===== src/rtl/popcount_pkg.sv =====
// Shared definitions for the popcount sequencer: FSM state encodings and slice width.
package popcount_pkg;

    typedef enum logic [1:0] {
        IDLE = 2'b00,
        LOAD = 2'b01,
        RUN  = 2'b10,
        DONE = 2'b11
    } state_t;

    localparam int SLICE_W = 3;

endpackage


===== src/rtl/ones_counter_3.sv =====
// Combinational 3-input ones counter (full adder): y0 is the sum bit, y1 the carry bit.
module ones_counter_3 (
    input  logic a,
    input  logic b,
    input  logic c,
    output logic y0,
    output logic y1
);

    assign y0 = a ^ b ^ c;
    assign y1 = (a & b) | (a & c) | (b & c);

endmodule


===== src/rtl/popcount_sequencer.sv =====
// Sequential population counter that consumes the captured word three bits per cycle.
// Optional feature macro: POPCOUNT_PARITY_EN adds a parity output equal to count[0].
//
// state | meaning
// IDLE  | waiting for start; count holds the last result
// LOAD  | word captured, accumulator and slice counter initialised
// RUN   | one 3-bit slice counted and shifted out per cycle
// DONE  | one-cycle done pulse, count valid
module popcount_sequencer
    import popcount_pkg::*;
#(
    parameter int W = 12
) (
    input  logic                     clk,
    input  logic                     rst_n,
    input  logic                     start,
    input  logic                     clear,
    input  logic [W-1:0]             data_in,
    output logic                     busy,
    output logic                     done,
    output logic [$clog2(W+1)-1:0]   count
`ifdef POPCOUNT_PARITY_EN
    ,
    output logic                     parity
`endif
);

    localparam int CW     = $clog2(W + 1);
    localparam int SLICES = W / SLICE_W;

    state_t          state;
    logic [W-1:0]    sreg;
    logic [CW-1:0]   acc;
    logic [CW-1:0]   slice_cnt;
    logic [CW-1:0]   acc_next;
    logic            ones_sum;
    logic            ones_carry;

    ones_counter_3 u_ones (
        .a  (sreg[0]),
        .b  (sreg[1]),
        .c  (sreg[2]),
        .y0 (ones_sum),
        .y1 (ones_carry)
    );

    // Worst case sum is W, which always fits in CW bits, so no saturation.
    assign acc_next = acc + CW'({ones_carry, ones_sum});

    always_ff @(posedge clk or negedge rst_n) begin
        if (!rst_n) begin
            state     <= IDLE;
            busy      <= 1'b0;
            done      <= 1'b0;
            count     <= '0;
            acc       <= '0;
            sreg      <= '0;
            slice_cnt <= '0;
        end else if (clear) begin
            state     <= IDLE;
            busy      <= 1'b0;
            done      <= 1'b0;
            count     <= '0;
            acc       <= '0;
            sreg      <= '0;
            slice_cnt <= '0;
        end else begin
            done <= 1'b0;
            case (state)
                IDLE: begin
                    if (start) begin
                        state     <= LOAD;
                        busy      <= 1'b1;
                        sreg      <= data_in;
                        acc       <= '0;
                        slice_cnt <= CW'(SLICES);
                    end
                end
                LOAD: begin
                    state <= RUN;
                end
                RUN: begin
                    acc       <= acc_next;
                    sreg      <= sreg >> SLICE_W;
                    slice_cnt <= slice_cnt - CW'(1);
                    // Last slice: publish the sum including this cycle's contribution.
                    if (slice_cnt == CW'(1)) begin
                        state <= DONE;
                        busy  <= 1'b0;
                        done  <= 1'b1;
                        count <= acc_next;
                    end
                end
                DONE: begin
                    state <= IDLE;
                end
                default: begin
                    state <= IDLE;
                end
            endcase
        end
    end

`ifdef POPCOUNT_PARITY_EN
    assign parity = count[0];
`endif

endmodule


===== config.mk =====
export PLATFORM = sky130hd
export DESIGN_NAME = popcount_sequencer
export DESIGN_NICKNAME = d
export VERILOG_FILES = /design/src/rtl/popcount_pkg.sv /design/src/rtl/ones_counter_3.sv /design/src/rtl/popcount_sequencer.sv
export SDC_FILE = /design/constraint.sdc
export NUM_CORES = 1
export LEC_CHECK = 0
export BUFFER_PORTS_ARGS = -buffer_cell sky130_fd_sc_hd__buf_4
export CAP_MARGIN = 10
export CELL_PAD_IN_SITES_DETAIL_PLACEMENT = 1
export CELL_PAD_IN_SITES_GLOBAL_PLACEMENT = 1
export CORE_MARGIN = 3
export CORE_UTILIZATION = 36
export CTS_CLUSTER_DIAMETER = 120
export DETAILED_ROUTE_END_ITERATION = 6
export GPL_TIMING_DRIVEN = 1
export HOLD_SLACK_MARGIN = 0.12
export PLACE_DENSITY_LB_ADDON = 0.2
export SETUP_SLACK_MARGIN = 0.2
export SYNTH_ARGS = -nofsm -noshare
export SYNTH_HDL_FRONTEND = slang
export SYNTH_SLANG_ARGS = --single-unit
export TNS_END_PERCENT = 20

===== constraint.sdc =====
create_clock -name clk -period 2.5 [get_ports clk]
set_clock_uncertainty 0.2 [all_clocks]
set_input_delay 0.125 -clock clk [delete_from_list [all_inputs] [get_ports clk]]
set_output_delay 0.125 -clock clk [all_outputs]
set_load 0.01 [all_outputs]

==> results.txt <==
Setup crit end kind = register
Die W = 72.4 um
total CTS buffers = 3
fillcell total = 457
endpoints failing hold = 0
Root Buffer = clkbuf_8
worst path cell trace = fa_1, ha_2, inv_1, fa_2, inv_2, mux2i_1, nor2_1
Seq/Total Area, Yosys = 44.2%
H-tree depth = 1
Setup CP Type = reg -> reg
Inserted Diodes = 0
mean area per synthesized cell = 10.2 sq um
TritonCTS Sinks = 28
Vias = 1355
Via density = 5.60
CP required = 2.48 ns
worst skew pair latency = 0.29 ns
antenna viol nets, final = 0
clock share of power = 21.5%
Comb power frac = 42.7%
Mapped Area = 0.00159 sq mm
synth unique cells = 35
syn nets = 180
maximum clock path buffer count = 2
Detail Placement HPWL = 2710 um
list of most frequent post-synthesis cells = dfrtp_1 (28), a21oi_1 (18), mux2i_1 (13)
share of cells above drive strength 1 = 23.4%
post-synthesis register bit count = 28
Tmin final = 2.31 ns
area grow syn2layout = 30.8%
GRT Overall Usage = 17.5%
Sw Ratio = 37.1%
Post-synth ARST share = 100%
Nets = 217
Rows = 23
RSZ-0062 raised after global routing = yes
IO buf count = 21
Post-synth EDFFs = 0
crit-path max FO = 2
core area = 0.00412 sq mm
Tcrit/Tclk final = 92.4%
CP Buf/Inv Count = 2
io pins = 22
Overall Power = 1.72 mW
Power Density = 828 mW/mm^2
vias in the first global route = 1423
Synth area leaders = dfrtp_1 (44%), mux2i_1 (8.2%), a21oi_1 (5.7%), a311oi_1 (5.0%), ha_1 (4.7%)
switching power = 0.638 mW
CP max-delay cell = fa_1
Crit path max-delay family = adder cells
die area = 0.00524 sq mm
total wire length = 4290 um
initial antenna violation count = 0
most numerous cell in the Yosys netlist = dfrtp_1
Slew Viols, Final = 0
Initial Utilization = 38.6%
Worst IR Drop VDD = 0.000594 V
startpoint types = register
global-route wire length before repair = 7230 um
share of power burned in registers = 35.8%
largest net degree at the start of global routing = 32
detailed-route DRC error count = 0
Worst Tran Pin Value = 0.336 ns
achievable clock frequency = 433 MHz
Max-slew headroom = 77.6%
post-synth top area share = 44.2%
Clock transition at path regs = 0.11 ns
TritonCTS clock tree = yes
Initial DRC Count = 27
setup TNS = 0 ns
routability congestion estimate = 0.720
Overflow after GRT = 0
worst min path class = in -> reg
Static Leakage = 0.883 nW
Die H = 72.4 um
post-synthesis cell count = 156
outcome = finished clean
Pint = 1.08 mW
CP peak stage delay = 0.57 ns
largest area contributor in the netlist = dfrtp_1
Yosys Warn Count = 0
# setup viols final = 0
main flop type after synthesis = dfrtp_1
Crit path arrival time = 2.29 ns
Max-Cap Viols = 0
First-pass DRT Iterations = 4
DR WL/cell = 17.7 um
-- kinds of logic after synthesis --
group                      after synthesis  share of synthesized area (%)
AOI/OAI and AO/OA                       48                           19.4
and+or+nand+nor                         35                           13.8
DFF                                     28                           44.2
buffers and inverters                   22                           5.91
muxes                                   14                           8.91
adders and majority gates                8                           7.26
xor gates and xnor gates                 1                          0.552
-- through the flow --
stage                     hold WS (ns)  cell area (sq um)  worst slack, ns  cells  utilization (%)
final                            0.183               2070            0.190    242             50.4
after global routing             0.206               2070            0.100    242             50.4
after CTS                        0.303               2050            0.205    241             49.8
after detailed placement        -0.127               1800            0.168    220             43.6
after global placement          -0.130               1800            0.250    220             43.6
after floorplan                 -0.371               1590            0.300    156                -
-- final cells by class --
cell class,instances,area [sq um],share of cell area (%)
multi-input combinational,106,808,39.0
inverter,8,30.0,1.45
timing repair buffer,46,402,19.4
sequential,28,701,33.8
clock inverter,1,30.0,1.45
tap,50,62.6,3.02
clock buffer,3,41.3,1.99
-- metal layers --
layer / wire length (um) / track usage [%] / up-vias / share of wire [%]
li1: - / - / 638 / -
met1: 1890 / 23.1 / 699 / 44
met2: 2270 / 30.0 / 14 / 53
met3: 102 / 3.60 / 4 / 2.4
met4: 22 / 3.07 / 0 / 0.51
met5: 0 / 0 / - / 0
-- sequential cells by signal, summed over array words and instances, names as in the netlist --
register / cells
slice_cnt: 4
acc: 4
count: 4
done: 1
busy: 1
sreg: 12
state: 2
-- power groups by stage --
stage / Clock [mW] / Combinational (mW) / Sequential, mW
after floorplan: 0 / 0.471 / 0.612
after global placement: 0 / 0.648 / 0.615
after detailed placement: 0 / 0.675 / 0.624
after CTS: 0.378 / 0.709 / 0.616
after global routing: 0.396 / 0.813 / 0.633
final: 0.369 / 0.732 / 0.615
-- cell usage in the layout, fill, tap and decap left out, drive strengths merged, types with 2 or more instances in the layout --
cell type / synthesis / final
dfrtp: 28 / 28
buf: 5 / 30
nor2b: 5 / 5
nand2: 2 / 2
dlygate4sd3: 0 / 16
nor2: 7 / 7
o31ai: 2 / 2
nand4b: 4 / 4
inv: 8 / 8
ha: 6 / 6
fa: 2 / 2
a211oi: 2 / 2
nand2b: 4 / 4
a311oi: 9 / 9
nand4: 4 / 4
mux2i: 13 / 13
clkbuf: 9 / 3
a21oi: 19 / 19
o21ai: 11 / 11
a31oi: 2 / 2
-- path summary, 6_finish.rpt --
path                       startpoint  depth (start not counted)        to  slack (ns)
hold / removal                  start                          4    acc[2]        0.18
max in group asynchronous       rst_n                          4   sreg[7]        1.27
setup reg to reg              sreg[1]                          7  count[1]        0.19
min in group asynchronous       rst_n                          4  count[2]        0.64
hold reg to reg              count[0]                          2  count[0]        0.34
setup / recovery              sreg[1]                          7  count[1]        0.19
-- tightest hold or removal path, delay by kind of cell --
kind                   cells  cell delay (ns)
buffers and inverters      1             0.09
and+or+nand+nor            1             0.21
AOI/OAI and AO/OA          2             0.22
-- timing repair --
| item | in CTS | in global routing |
|---|---|---|
| gates resized for setup | 1 | 7 |
| pin swaps | 0 | 3 |
| hold buffers | 17 | 0 |
| setup buffers | 0 | 1 |
| endpoints found under the setup margin | 1 | 5 |
| hold endpoints to repair | 52 | 0 |
No activity file was read; power rests on OpenSTA's default activity.
